### config.mk
export PLATFORM = sky130hd
export DESIGN_NAME = mux_n_pipe
export DESIGN_NICKNAME = d
export VERILOG_FILES = /design/src/rtl/mux_n_pipe.sv
export SDC_FILE = /design/constraint.sdc
export NUM_CORES = 1
export LEC_CHECK = 0
export ABC_AREA = 1
export BUFFER_PORTS_ARGS = -buffer_cell sky130_fd_sc_hd__clkbuf_2
export CORE_MARGIN = 1.5
export CORE_UTILIZATION = 46
export DETAILED_ROUTE_END_ITERATION = 10
export GPL_TIMING_DRIVEN = 0
export PLACE_DENSITY = 0.86
export SETUP_SLACK_MARGIN = 0.2
export SYNTH_ARGS = -nofsm -noshare
export SYNTH_HDL_FRONTEND = slang
export SYNTH_SLANG_ARGS = --single-unit
### constraint.sdc
create_clock -name clk -period 1.9 [get_ports clk]
set_input_delay 0.095 -clock clk [delete_from_list [all_inputs] [get_ports clk]]
set_output_delay 0.095 -clock clk [all_outputs]
set_load 0.02 [all_outputs]
### src/rtl/mux_n_pipe.sv
// N-way WIDTH-bit select stage with a single registered output slot.
// Valid/ready handshake; out-of-range selects give DEFAULT_VAL and are counted.
module mux_n_pipe #(
    parameter int unsigned            WIDTH       = 32,
    parameter int unsigned            N           = 3,
    parameter int unsigned            SEL_W       = 2,
    parameter logic [WIDTH-1:0]       DEFAULT_VAL = '0
) (
    input  logic                 clk,
    input  logic                 rst,
    input  logic                 flush,
    input  logic                 in_valid,
    output logic                 in_ready,
    input  logic [N*WIDTH-1:0]   src_flat,
    input  logic [SEL_W-1:0]     sel,
    output logic                 out_valid,
    input  logic                 out_ready,
    output logic [WIDTH-1:0]     sel_result,
    output logic                 sel_invalid,
    output logic [7:0]           err_count
);

    typedef enum logic {
        EMPTY = 1'b0,
        FULL  = 1'b1
    } state_t;

    state_t state_q;
    state_t state_d;

    logic             accept;
    logic             rel;
    logic             in_range;
    logic [WIDTH-1:0] pick;

    assign out_valid = (state_q == FULL);
    assign in_ready  = !flush && (!out_valid || out_ready);
    assign accept    = in_valid && in_ready;
    assign rel       = out_valid && out_ready;
    assign in_range  = (int'(sel) < int'(N));

    always_comb begin
        pick = DEFAULT_VAL;
        for (int k = 0; k < int'(N); k++) begin
            if (sel == SEL_W'(k)) begin
                pick = src_flat[k*WIDTH +: WIDTH];
            end
        end
    end

    // flush wins over any accept/release; a released beat still leaves us empty
    always_comb begin
        state_d = state_q;
        if (flush) begin
            state_d = EMPTY;
        end else begin
            unique case (state_q)
                EMPTY: if (accept) state_d = FULL;
                FULL:  if (rel && !accept) state_d = EMPTY;
                default: state_d = EMPTY;
            endcase
        end
    end

    always_ff @(posedge clk) begin
        if (rst) begin
            state_q <= EMPTY;
        end else begin
            state_q <= state_d;
        end
    end

    always_ff @(posedge clk) begin
        if (rst) begin
            sel_result  <= '0;
            sel_invalid <= 1'b0;
            err_count   <= 8'd0;
        end else if (accept) begin
            sel_result  <= pick;
            sel_invalid <= !in_range;
            if (!in_range && err_count != 8'hFF) begin
                err_count <= err_count + 8'd1;
            end
        end
    end

endmodule

== After elaboration in Yosys (flattened, before gate mapping) ==
Index checks and enable logic that the tools add are counted.
Operators by class
  add/sub/neg operators: 1
  $mul: 0
  divide/modulo/power cells: 0
  magnitude comparators: 1
  equality and inequality tests: 3
  shifts and indexed selects: 0
  mux-type cells: 6
  bitwise operators: 1
  reductions and logical operators: 13
Operator list (count)
  32-bit 2-to-1 mux: 3
  8-bit by 1-bit adder with 8-bit output (second input constant): 1
  8-bit inequality test (second input constant): 1
  1-bit logical AND: 5
  1-bit zero test: 4
  2-bit by 1-bit equality test with 1-bit output (second input constant): 1
  2-bit equality test (second input constant): 1
  2-bit zero test: 1
  2-bit less-than comparator (second input constant): 1
  1-bit 2-to-1 mux: 2
  1-bit one-hot mux with 2 select lines: 1
  2-bit AND reduction: 1
  2-bit OR reduction: 1
  1-bit logical OR: 1
  1-bit inverter: 1
Word-level totals
  register bits after elaboration: 42
  latch bits: 0
  RAM bits: 0
  ROM bits: 0
  input port bits: 103
  output and inout bits: 43
  word-level logic and storage cells: 29
  memories kept: 0

== Logic depth before layout (Yosys ltp) ==
Gate-level depths: netlist of the first run.
  depth in word-level cells: 8
  depth in mapped cells: 9
  depth with buffers taken out: 9

== Worst setup path after synthesis of the first run ==
OpenSTA, ideal clock, no wires.
  path kind: reg2reg
  start: register err_count[0]
  end: register err_count[5]
  setup time: 0.070 ns
  arrival time: 1.301 ns
  required time: 1.830 ns
  path slack: 0.529 ns
  stages on the path, launching flop included: 8
  buffers on the path: 0
  clock period less this slack: 1.371 ns
  cells stage by stage: dfxtp_1 ha_1 nand2_1 inv_1 nand3b_2 nand2_2 nand2_1 a21oi_1
On the way
  word-level cells in the longest chain between the ends: 3
  elaborated cells between the ends (all ways): 4
  those cells by class: 1 x add/sub; 1 x eq/ne; 2 x reduce/logical
Ends and longest elaborated chain
  start, declared: RTL line 20  | output logic [7:0] err_count
  start signal, assigned: RTL line 82  | err_count <= err_count + 8'd1;
  parallel branches: the longest is 3 deep, another holds 8-bit by 1-bit adder with 8-bit output
Several ways; the timed one is not identified.
A chain may end at the register's enable or synchronous reset.

== Worst setup path in the final report of the first run ==
  start: input flush
  end: register sel_result[15]
On the way
  word-level cells in the longest chain between the ends: 3
Ends and longest elaborated chain
  start, declared: RTL line 11  | input logic flush,
  1-bit zero test: RTL line 37  | assign in_ready = !flush && (!out_valid || out_ready);
  1-bit logical AND: RTL line 37
  1-bit logical AND: RTL line 38  | assign accept = in_valid && in_ready;
  end signal, assigned: RTL line 79  | sel_result <= pick;
  end, declared: RTL line 18  | output logic [WIDTH-1:0] sel_result,
No other way between the ends.

==> flow_metrics.tcl, run 1 <==
set metrics [dict create \
    status "completed" \
    ioPinCount 146 \
    diodes 0 \
    synth_seq_cells 42 \
    port_buffers 144 \
    first_pass_iters 4 \
    worst_pin_slew_ns 0.473 \
    cts-root-buf "clkbuf_8" \
    power.leakage_nw 1.74 \
    max-clock-path-buffers 2 \
    layout.cells.most_common_list "144 x clkbuf_2, 129 x nand2_1, 66 x nor2_1" \
    power_per_cell_area_mw_per_mm2 666 \
    drv_cap 0 \
    clk_latency_ns 0.29 \
    max_stage_delay_ns 0.54 \
    dieArea_mm2 0.00534 \
    core_area_mm2 0.00472 \
    setup_viol 0 \
    place_area_mm2 0.00306 \
    cts_tree "done" \
    cts.clk_slew.worst_paths_ns 0.08 \
    cts_buffers 5 \
    r2r-start "err_count[0]" \
    tns_ns 0 \
    hpwl_um 5530 \
    wire_per_inst_um 12.0 \
    crit_chain "dlygate4sd3_1 > clkbuf_2 > inv_1 > nand3_2 > inv_1 > buf_2 > o21ai_0 > nor2_1" \
    place_worst_setup_slack_ns 0.526 \
    syn_area_mm2 0.00226 \
    drt-total-wl_um 7030 \
    finalHoldViolCount 0 \
    period_share_pct 75.4 \
    fin_skew_ns 0.00484 \
    drive_gt1_share_pct 34.4 \
    grt_usage_pct 26.0 \
    yosysSeqAreaShare_pct 37.2 \
    hold_ws_ns 0.0685 \
    min_from "src_flat[51]" \
    critPathKind "in2reg" \
    setup_ws_ns 0.468 \
    htree_levels 2 \
    grt_overflow 0 \
    yosysUniqueCellTypes 22 \
    hold_path.class "in2reg" \
    yosysWarnings 0 \
    critPathLaunch "flush" \
    slew_headroom_pct 68.5 \
    setup.worst_path.start_class "input pin" \
    total_power_mw 2.12 \
    drt_iter0_markers 131 \
    initial_core_util_pct 47.8 \
    path_delay_family "buffers and inverters" \
    critical_path_peak_fanout 10 \
    seqCellArea_um2 841 \
    final_cell_area_mm2 0.00318 \
    viasPerCell 4.85 \
    end_kind "register" \
    grt_pass1_vias 2640 \
    multiInputGateArea_mm2 0.00126 \
    layout_commonest_cell "clkbuf_2" \
    path_buf_inv 5 \
    ant_nets 0 \
    grt_max_degree 14 \
    drv_slew 0 \
    rows 25 \
    fmax_ghz 0.698 \
    synthesis.nets 471 \
    drc 0 \
    nNetsFinal 623 \
    gp_congestion 0.853 \
    cts.sinks 42 \
    cp_data_required_time_ns 2.13 \
    num_vias 2845 \
    fillers 438 \
    critical-path-slowest-cell "dlygate4sd3_1" \
    die_w_um 73.1 \
    antenna_found_initial 0 \
    die_y_um 73.1 \
    cts_setup_buffers 0 \
    peakVddDrop_mv 0.405 \
    synth_area_per_cell_um2 6.15 \
    fin_crit_ns 1.43 \
    cp.arrival_ns 1.67 \
    cpMostUsedCell "inv_1" \
    syn_to_final_growth_pct 40.9 \
    synthCells 367 \
    grt_pass1_wl_um 10900 \
    rsz0062_at_grt "no" \
]
[flip-flops by register name (all words and copies together) (netlist names)]
register / count
err_count: 8
out_valid: 1
sel_invalid: 1
sel_result: 32
[worst min-delay path, cell delays in order]
cell and delay [ns]:
clkbuf_2 0.08, a21oi_1 0.05, a21oi_1 0.10
[path summary, 6_finish.rpt]
kind         cells after the start              to  slack (ns)
max                              8  sel_result[15]        0.47
min                              3  sel_result[19]        0.07
max reg2reg                      7    err_count[7]        0.49
min reg2reg                      2     sel_invalid        0.50
[final cells by class]
| class | count | share of cell area [%] |
|---|---|---|
| timing repair buffer | 145 | 23.0 |
| sequential | 42 | 26.4 |
| inverter | 14 | 1.65 |
| multi-input combinational | 292 | 39.8 |
| buffer | 19 | 3.15 |
| clock inverter | 3 | 1.26 |
| tap | 67 | 2.63 |
| clock buffer | 5 | 2.16 |
[power by group]
| group | internal [mW] | total [mW] | switching [mW] | leakage (nW) |
|---|---|---|---|---|
| Combinational | 0.189 | 0.454 | 0.266 | 1.34 |
| Sequential | 0.929 | 0.955 | 0.0260 | 0.345 |
| Clock | 0.387 | 0.709 | 0.322 | 0.0579 |
| Total | 1.50 | 2.12 | 0.614 | 1.74 |
[cell families (layout without fill, tap and decap cells)]
group | count (synthesis) | count (layout) | share of synthesized area [%]
compound gates | 50 | 50 | 11.1
xor+xnor | 1 | 1 | 0.388
simple gates | 240 | 240 | 44.0
buf+inv | 33 | 186 | 6.76
fa+ha+maj | 1 | 1 | 0.554
flops | 42 | 42 | 37.2
[synthesized netlist by cell type, drive strengths merged]
| master | number | area [um2] |
|---|---|---|
| nand3b | 3 | 26.3 |
| buf | 17 | 92.6 |
| xor2 | 1 | 8.76 |
| o21ai | 35 | 175 |
| nor3 | 1 | 5.00 |
| dfxtp | 42 | 841 |
| inv | 14 | 52.6 |
| nand2 | 131 | 497 |
| clkbuf | 2 | 7.51 |
| nand3 | 33 | 170 |
| nor2 | 72 | 295 |
| ha | 1 | 12.5 |
| a21oi | 15 | 75.1 |
[what timing repair did]
action | 4_1_cts | 5_1_grt
hold endpoints to repair | 1 | 0
resized for setup | 0 | 0
hold buffers | 1 | 0
[metal layers]
layer	global-route usage [%]	up-vias	share of wire (%)
li1	-	1463	-
met2	47.8	118	51
met3	5.80	16	6.9
met5	0	-	0
met4	10.5	0	1.5
met1	28.6	1248	41
[per-stage QoR]
step	std cells	utilization [%]
finish	587	67.4
global route	587	67.4
CTS	587	67.4
detailed placement	578	64.8
global placement	578	64.8
floorplan	367	-
(Power assumes the default switching activity.)
==> inputs of run 2 (changes only) <==
--- a/config.mk
+++ b/config.mk
@@ -8,10 +8,10 @@
 export ABC_AREA = 1
 export BUFFER_PORTS_ARGS = -buffer_cell sky130_fd_sc_hd__clkbuf_2
 export CORE_MARGIN = 1.5
-export CORE_UTILIZATION = 46
+export CORE_UTILIZATION = 42
 export DETAILED_ROUTE_END_ITERATION = 10
 export GPL_TIMING_DRIVEN = 0
-export PLACE_DENSITY = 0.86
+export PLACE_DENSITY = 0.8
 export SETUP_SLACK_MARGIN = 0.2
 export SYNTH_ARGS = -nofsm -noshare
 export SYNTH_HDL_FRONTEND = slang
==> constraint.sdc (replaced) <==
create_clock -name clk -period 1.4 [get_ports clk]
set_input_delay 0.07 -clock clk [delete_from_list [all_inputs] [get_ports clk]]
set_output_delay 0.07 -clock clk [all_outputs]
set_load 0.02 [all_outputs]
==> flow_metrics.tcl, run 2 (synthesized netlist as in run 1, its figures left out) <==
set metrics [dict create \
    worstRegToRegCells 8 \
    cts.sinks 42 \
    largest_reg_flops 32 \
    seqCellArea_um2 858 \
    wl_met1_um 3000 \
    regMostFlops "sel_result" \
    htree_levels 2 \
    cts.clk_slew.worst_paths_ns 0.09 \
    dr_wl_met2_um 3470 \
    final_cell_area_mm2 0.00336 \
    first_pass_iters 4 \
    power_per_cell_area_mw_per_mm2 811 \
    period_share_pct 84.0 \
    grt_pass1_vias 2608 \
    cp.arrival_ns 1.41 \
    reg.largest.list "sel_result x32, err_count x8" \
    maxUsedRoutingLayer "met4" \
    ioPinCount 146 \
    drt_iter0_markers 119 \
    peakVddDrop_mv 0.735 \
    drv_slew 0 \
    antenna_found_initial 0 \
    critical_path_peak_fanout 6 \
    setup.worst_path.start_class "register" \
    critPathLaunch "err_count[0]" \
    grt_max_degree 14 \
    tns_ns 0 \
    cts_buffers 5 \
    syn_to_final_growth_pct 48.9 \
    num_vias 2872 \
    grt_overflow 0 \
    clk_latency_ns 0.30 \
    power.leakage_nw 1.79 \
    nNetsFinal 627 \
    wl_met3_um 481 \
    die_w_um 76.3 \
    layout_commonest_cell "clkbuf_2" \
    max-clock-path-buffers 2 \
    drv_cap 0 \
    initial_core_util_pct 43.9 \
    cts-root-buf "clkbuf_8" \
    timing.rr.end "err_count[5]" \
    wire_per_inst_um 11.9 \
    ant_nets 0 \
    hold_path.class "in2reg" \
    cts_tree "done" \
    grt_pass1_wl_um 11600 \
    reg2reg_setup_slack_ns 0.22 \
    multiInputGateArea_mm2 0.00137 \
    core_area_mm2 0.00514 \
    worst_pin_slew_ns 0.402 \
    rsz0062_at_grt "yes" \
    crit_end "err_count[5]" \
    r2r-start "err_count[0]" \
    hold_ws_ns 0.0362 \
    diodes 0 \
    gp_congestion 0.846 \
    critPathKind "reg2reg" \
    fin_crit_ns 1.18 \
    port_buffers 144 \
    drc 0 \
    dieArea_mm2 0.00583 \
    drt-total-wl_um 7060 \
    drive_gt1_share_pct 40.3 \
    setup_viol 0 \
    place_area_mm2 0.00310 \
    grt_usage_pct 24.6 \
    hpwl_um 5430 \
    end_kind "register" \
    fillers 494 \
    viasPerCell 4.84 \
    fin_skew_ns 0.0117 \
    die_y_um 76.3 \
    cp_data_required_time_ns 1.63 \
    status "completed" \
    layout.cells.most_common_list "144 x clkbuf_2, 125 x nand2_1, 56 x nor2_1" \
    slew_headroom_pct 73.2 \
    rows 26 \
    fmax_ghz 0.850 \
    finalHoldViolCount 0 \
]
[run 2: cell types whose count changed in the layout (fill, tap and decap cells not counted), sizes merged]
cell,before,now
buf,17,21
bufinv,1,0
clkinvlp,0,1
[run 2: final cells by class]
class / instances / area share, %
multi-input combinational: 292 / 40.8
sequential: 42 / 25.5
timing repair buffer: 149 / 22.7
buffer: 19 / 4.06
tap: 70 / 2.61
clock buffer: 5 / 2.05
inverter: 14 / 1.71
clock inverter: 3 / 0.484
[run 2: power by group]
group          switching, mW  internal [mW]  leakage (nW)
clock                  0.433          0.342        0.0416
combinational          0.379          0.283          1.40
sequential            0.0340           1.26         0.349
total                  0.845           1.88          1.79
[run 2: through the flow]
stage	util (%)	instances	setup WS (ns)	power, mW
2_1_floorplan	-	367	0.217	1.65
3_3_place_gp	60.2	581	0.119	1.93
3_5_place_dp	60.2	581	0.0962	1.94
4_1_cts	63.1	592	0.169	2.72
5_1_grt	65.4	594	0.132	2.89
6_report	65.4	594	0.223	2.73
[run 2: routing by layer]
layer | global-route usage [%] | up-vias
met1 | 28.8 | 1274
met3 | 6.23 | 11
met5 | 0 | -
met2 | 43.0 | 111
met4 | 9.26 | 0
li1 | - | 1476
[run 2: critical path, stage by stage (launching register included)]
cell	delay, ns
dfxtp_4	0.36
ha_4	0.16
nand2_4	0.08
nor2_4	0.04
nand2_2	0.06
nand2_2	0.06
nor2_4	0.15
nand2_1	0.07
a21oi_1	0.13
[run 2: worst min path at each step]
stage | start | endpoint | slack [ns] | cells past startpoint
after global routing | src_flat[42] | sel_result[10] | 0.04 | 3
after global placement | flush | out_valid | 0.26 | 2
after floorplan | flush | out_valid | 0.14 | 1
after CTS | src_flat[51] | sel_result[19] | 0.03 | 3
final | src_flat[42] | sel_result[10] | 0.04 | 3
after detailed placement | flush | out_valid | 0.26 | 2
[run 2: timing repair]
action | in CTS | in global routing
endpoints found under the hold margin | 1 | 0
setup endpoints to repair | 38 | 35
buffers inserted | 2 | 2
pin swaps | 5 | 7
hold buffers | 1 | 0
gates resized for setup | 13 | 38
